[src/rtl/recv_byte.sv]
`timescale 1ns/1ps
`default_nettype none
// ============================================================================
//  Module   : recv_byte
//  Purpose  : 8N1 UART receiver. Synchronizes the asynchronous serial line,
//             validates the start bit at mid-period, majority-samples each
//             data bit and the stop bit, then strobes either rx_done (byte
//             accepted into rx_data) or frame_err (bad stop bit, byte dropped).
//             Baud encoding matches the send_byte transmitter.
//  Ports    : sys_clk   - system clock, rising edge
//             rst_n     - asynchronous active-low reset
//             time_set  - baud select: 0=4800, 1=9600, other=115200
//             uart_rx   - serial input, idle high, asynchronous
//             rx_data   - last good received byte (LSB first on the line)
//             rx_done   - 1-cycle pulse, rx_data just updated
//             frame_err - 1-cycle pulse, stop bit sampled low
//             rx_busy   - high from start-edge detect until the frame ends
//  Revision : 1.0 - initial release
// ============================================================================
module recv_byte (
  input  logic       sys_clk,
  input  logic       rst_n,
  input  logic [2:0] time_set,
  input  logic       uart_rx,
  output logic [7:0] rx_data,
  output logic       rx_done,
  output logic       frame_err,
  output logic       rx_busy
);

  // Clocks per bit at 50 MHz, identical to the transmitter.
  localparam logic [13:0] DIV_4800   = 14'd10416;
  localparam logic [13:0] DIV_9600   = 14'd5208;
  localparam logic [13:0] DIV_115200 = 14'd434;

  typedef enum logic [1:0] {
    IDLE  = 2'd0,
    START = 2'd1,
    DATA  = 2'd2,
    STOP  = 2'd3
  } state_t;

  state_t      state;

  logic        rx_meta;   // first synchronizer stage
  logic        rx_s;      // synchronized line
  logic        rx_s_d;    // delayed copy for falling-edge detect
  logic [2:0]  smp;       // last three synchronized samples
  logic        maj;       // 2-of-3 vote over smp

  logic [13:0] div_sel;   // divisor decoded from the live time_set
  logic [13:0] tc;        // divisor latched for the current frame
  logic [13:0] half;
  logic [13:0] tc_last;
  logic [13:0] cnt;
  logic [2:0]  bitn;
  logic [7:0]  shreg;

  always_comb begin
    case (time_set)
      3'd0:    div_sel = DIV_4800;
      3'd1:    div_sel = DIV_9600;
      default: div_sel = DIV_115200;
    endcase
  end

  assign half    = tc >> 1;
  assign tc_last = tc - 14'd1;
  assign maj     = (smp[0] & smp[1]) | (smp[0] & smp[2]) | (smp[1] & smp[2]);

  // Synchronizer, edge-detect delay and voting window. All reset to the idle
  // (high) level so that releasing reset never looks like a start edge.
  always_ff @(posedge sys_clk or negedge rst_n) begin
    if (!rst_n) begin
      rx_meta <= 1'b1;
      rx_s    <= 1'b1;
      rx_s_d  <= 1'b1;
      smp     <= 3'b111;
    end else begin
      rx_meta <= uart_rx;
      rx_s    <= rx_meta;
      rx_s_d  <= rx_s;
      smp     <= {smp[1:0], rx_s};
    end
  end

  // Frame state machine. Strobes default low every cycle so each one is
  // exactly one clock wide.
  always_ff @(posedge sys_clk or negedge rst_n) begin
    if (!rst_n) begin
      state     <= IDLE;
      tc        <= 14'd0;
      cnt       <= 14'd0;
      bitn      <= 3'd0;
      shreg     <= 8'h00;
      rx_data   <= 8'h00;
      rx_done   <= 1'b0;
      frame_err <= 1'b0;
      rx_busy   <= 1'b0;
    end else begin
      rx_done   <= 1'b0;
      frame_err <= 1'b0;

      case (state)
        IDLE: begin
          // Only a high-to-low transition starts a frame, so a line stuck
          // low after a break cannot retrigger until it goes high again.
          if (rx_s_d && !rx_s) begin
            state   <= START;
            cnt     <= 14'd0;
            tc      <= div_sel;
            rx_busy <= 1'b1;
          end
        end

        START: begin
          if (cnt == half) begin
            cnt <= 14'd0;
            if (!maj) begin
              state <= DATA;
              bitn  <= 3'd0;
            end else begin
              // Line already back high at mid start bit: glitch, not a frame.
              state   <= IDLE;
              rx_busy <= 1'b0;
            end
          end else begin
            cnt <= cnt + 14'd1;
          end
        end

        DATA: begin
          // Counting starts from mid start bit, so tc_last lands mid-bit.
          if (cnt == tc_last) begin
            cnt         <= 14'd0;
            shreg[bitn] <= maj;
            if (bitn == 3'd7) begin
              state <= STOP;
            end else begin
              bitn <= bitn + 3'd1;
            end
          end else begin
            cnt <= cnt + 14'd1;
          end
        end

        STOP: begin
          // Leaving at mid stop bit leaves half a bit to catch the next
          // start edge of a back-to-back frame.
          if (cnt == tc_last) begin
            cnt <= 14'd0;
            if (maj) begin
              rx_data <= shreg;
              rx_done <= 1'b1;
            end else begin
              frame_err <= 1'b1;
            end
            state   <= IDLE;
            rx_busy <= 1'b0;
          end else begin
            cnt <= cnt + 14'd1;
          end
        end

        default: begin
          state   <= IDLE;
          rx_busy <= 1'b0;
        end
      endcase
    end
  end

endmodule
`default_nettype wire

[config.mk]
export PLATFORM = sky130hd
export DESIGN_NAME = recv_byte
export DESIGN_NICKNAME = d
export VERILOG_FILES = /design/src/rtl/recv_byte.sv
export SDC_FILE = /design/constraint.sdc
export NUM_CORES = 1
export LEC_CHECK = 0
export BUFFER_PORTS_ARGS = -buffer_cell sky130_fd_sc_hd__buf_4
export CAP_MARGIN = 20
export CORE_UTILIZATION = 55
export DETAILED_ROUTE_END_ITERATION = 7
export GPL_TIMING_DRIVEN = 0
export PLACE_DENSITY = 0.81
export SLEW_MARGIN = 20
export SYNTH_ARGS = -nofsm -noshare
export SYNTH_HDL_FRONTEND = slang
export SYNTH_SLANG_ARGS = --single-unit
[constraint.sdc]
create_clock -name sys_clk -period 2.56 [get_ports sys_clk]
set_input_delay 0.384 -clock sys_clk [delete_from_list [all_inputs] [get_ports sys_clk]]
set_output_delay 0.384 -clock sys_clk [all_outputs]
set_load 0.02 [all_outputs]
==> results.ini <==
[floorplanning]
die_area_um2=5490
die_h_um=74.1
core_um2=4850
row_count=25
ios=17
start_util=0.590
die_w_um=74.1

[clock_network]
cts_tree=done
cts_root_buf=clkbuf_8
htreeDepth=2
clkSlewWorstSetupHoldPaths_ps=90
cts_buffers=5
cts_sinks=48
ctsLongestPathBuffers=2
clk_latency_ps=300
cts_hold_buf=0

[job]
cap_violations=0

[synthesis]
seq_area_frac_synth=0.422
synth_edf_count=0
syn-cell-area_um2=2860
async_reset_ff_frac=1.00
synth.distinct_cells=57
yosysWarningCount=0
synth-seq-cells=48
synth.avg_cell_area_um2=9.38
syn_inst=305
synth_nets=315
synth-main-ff-cell=dfrtp_1

[global_routing]
grt_pass1_wl_um=10900
grt_remaining_overflow=0
antenna_found_initial=0
grt_use_total=0.263
grt_pass1_vias=2394
grt_max_degree=49

[place]
dpl_cell_area_um2=3080
dp_slack_ps=-377
portBuffers=16
place_inst=388
place_congestion=0.962
dpl.hpwl_um=4660

[min_path]
min_path_type=in -> async

[run_status]
status=completed

[timing]
maxSlewViolCount=0
setup_slack_ps=21.3
hold_viol_final=0
tightest_slew_ps=745
holdWs_ps=83.0
fin_tns_setup_ps=0
clock.fmax_ghz=0.394
finalSetupViolCount=0
fin_crit_sh=0.992
rsz0062_at_grt=true
skew_ps=8.54
min_period_ps=2540
slew_headroom=0.500

[worst_setup_path]
cp-start-kind=flip-flop
cp_slowest_stage_delay_ps=410
reg2reg_depth=10
endpoint_kind=flip-flop
endpoint=cnt[5]
reg2reg_to=cnt[5]
r2r-start=tc[12]
critPathMaxFanout=3
worstSetupStartpoint=tc[12]
worstSetupPathType=reg -> reg
cp.required_ps=2750
slowest_stage=dfrtp_1
r2r_slack_ps=20
arrival_ps=2730
crit_chain=buf_6 -> inv_4 -> ha_4 -> xor2_2 -> o311ai_4 -> nor4_4 -> nand4_1 -> buf_4 -> a311o_1 -> a22o_1

[finish]
final_area_um2=3480
syn2layout_area_growth_pct=21.7
antenna_cells=0
drive_gt1_frac=0.278
final_net_count=354
instances_no_fill=412

[route]
ant_nets=0
drc=0
wl_per_cell_um=17.0
routed_wl_um=7000
viasPerCell=6.18
first_pass_iters=5
num_vias=2547
drt_iter0_markers=223

[pwr]
p_per_area_nw_per_um2=836
p_leak_nw=1.45
vdd_drop_max_mv=0.520

## worst min path at each step
stage | start | cells after the start | slack [ps] | end
finish | rst_n | 1 | 80 | tc[7]
global route | rst_n | 1 | 130 | tc[4]
CTS | rst_n | 1 | 110 | tc[7]
detailed placement | rx_meta | 0 | 350 | rx_s
global placement | rx_meta | 0 | 350 | rx_s
floorplan | rst_n | 0 | 90 | asynchronous set/reset pin
## worst max-delay path, delay by kind of cell, from the launching register on
family,cells,cell delay [ps]
buffers and inverters,3,370
and+or+nand+nor,2,580
DFF,1,410
xor gates and xnor gates,1,180
adders and majority gates,1,260
AOI/OAI and AO/OA,3,620
## cells in the mapped netlist, drive strengths merged (3+ instances only)
cell / n / area share
ha: 4 / 0.017
o211ai: 5 / 0.013
buf: 8 / 0.016
mux2: 13 / 0.051
nand2b: 3 / 0.0066
nor3: 18 / 0.039
dfrtp: 43 / 0.38
nand3: 17 / 0.030
o22ai: 6 / 0.013
mux2i: 5 / 0.017
nand2: 25 / 0.033
nor2b: 6 / 0.013
nor2: 21 / 0.028
o31ai: 6 / 0.016
nor4: 5 / 0.021
a211o: 3 / 0.0092
a31o: 4 / 0.012
and3: 5 / 0.011
or3: 3 / 0.0066
nand4: 4 / 0.014
dfstp: 5 / 0.046
a21oi: 4 / 0.0070
o21ai: 18 / 0.031
inv: 14 / 0.018
xnor2: 4 / 0.012
a31oi: 4 / 0.0087
clkbuf: 13 / 0.017
a22o: 6 / 0.018
## final cells by class
| type | count | area [µm²] |
|---|---|---|
| Timing Repair Buffer | 32 | 264 |
| Inverter | 14 | 55.1 |
| Sequential cell | 48 | 1210 |
| Fill cell | 354 | 1370 |
| Multi-Input combinational cell | 222 | 1640 |
| Clock buffer | 6 | 82.6 |
| Clock inverter | 2 | 38.8 |
| Tap cell | 67 | 83.8 |
| Buffer | 21 | 108 |
## power breakdown
part | switching [W] | internal (W) | leakage, nW
logic | 0.000743 | 0.000596 | 0.762
registers | 0.000132 | 0.000857 | 0.624
clock network | 0.000261 | 0.000320 | 0.0614
## registers in the layout, indices dropped and copies added, names as in the netlist, named ones only
signal     count
state          1
smp            3
cnt           14
rx_busy        1
rx_s           1
frame_err      1
shreg          8
tc             5
rx_done        1
bitn           3
rx_data        8
rx_meta        1
## per-layer routing
layer / up-vias / share of wire / track usage
met3: 16 / 0.058 / 0.0407
met5: - / 0 / 0
met2: 103 / 0.47 / 0.422
li1: 1205 / - / -
met4: 0 / 0.020 / 0.0983
met1: 1223 / 0.45 / 0.360
## timing repair
| action | in CTS | in global routing |
|---|---|---|
| pin swaps | 8 | 9 |
| resized for setup | 4 | 34 |
| endpoints found under the setup margin | 38 | 34 |
| buffers inserted | 12 | 4 |
| endpoints found under the hold margin | 0 | 0 |
## layout by cell type (no fill, tap or decap), types with 9 or more instances in the layout
master	n
mux2_4	9
nand3_1	17
buf_4	29
clkbuf_1	9
nor3_1	14
dfrtp_1	42
nor2_1	21
nand2_1	25
o21ai_0	17
inv_1	12
## kinds of logic (layout without fill, tap and decap cells)
kind of cell,count (synthesis),count (layout),synth area share
buffers and inverters,35,75,0.0516
DFF,48,48,0.422
and+or+nand+nor,120,120,0.239
muxes,18,18,0.0687
AOI/OAI and AO/OA,74,74,0.183
adders and majority gates,4,4,0.0175
xor gates and xnor gates,6,6,0.0184
## through the flow
step	power (W)	util
after floorplan	0.00182	-
after global placement	0.00205	0.635
after detailed placement	0.00209	0.635
after CTS	0.00272	0.684
after global routing	0.00306	0.718
final	0.00291	0.718
No activity file was read; power rests on OpenSTA's default activity.
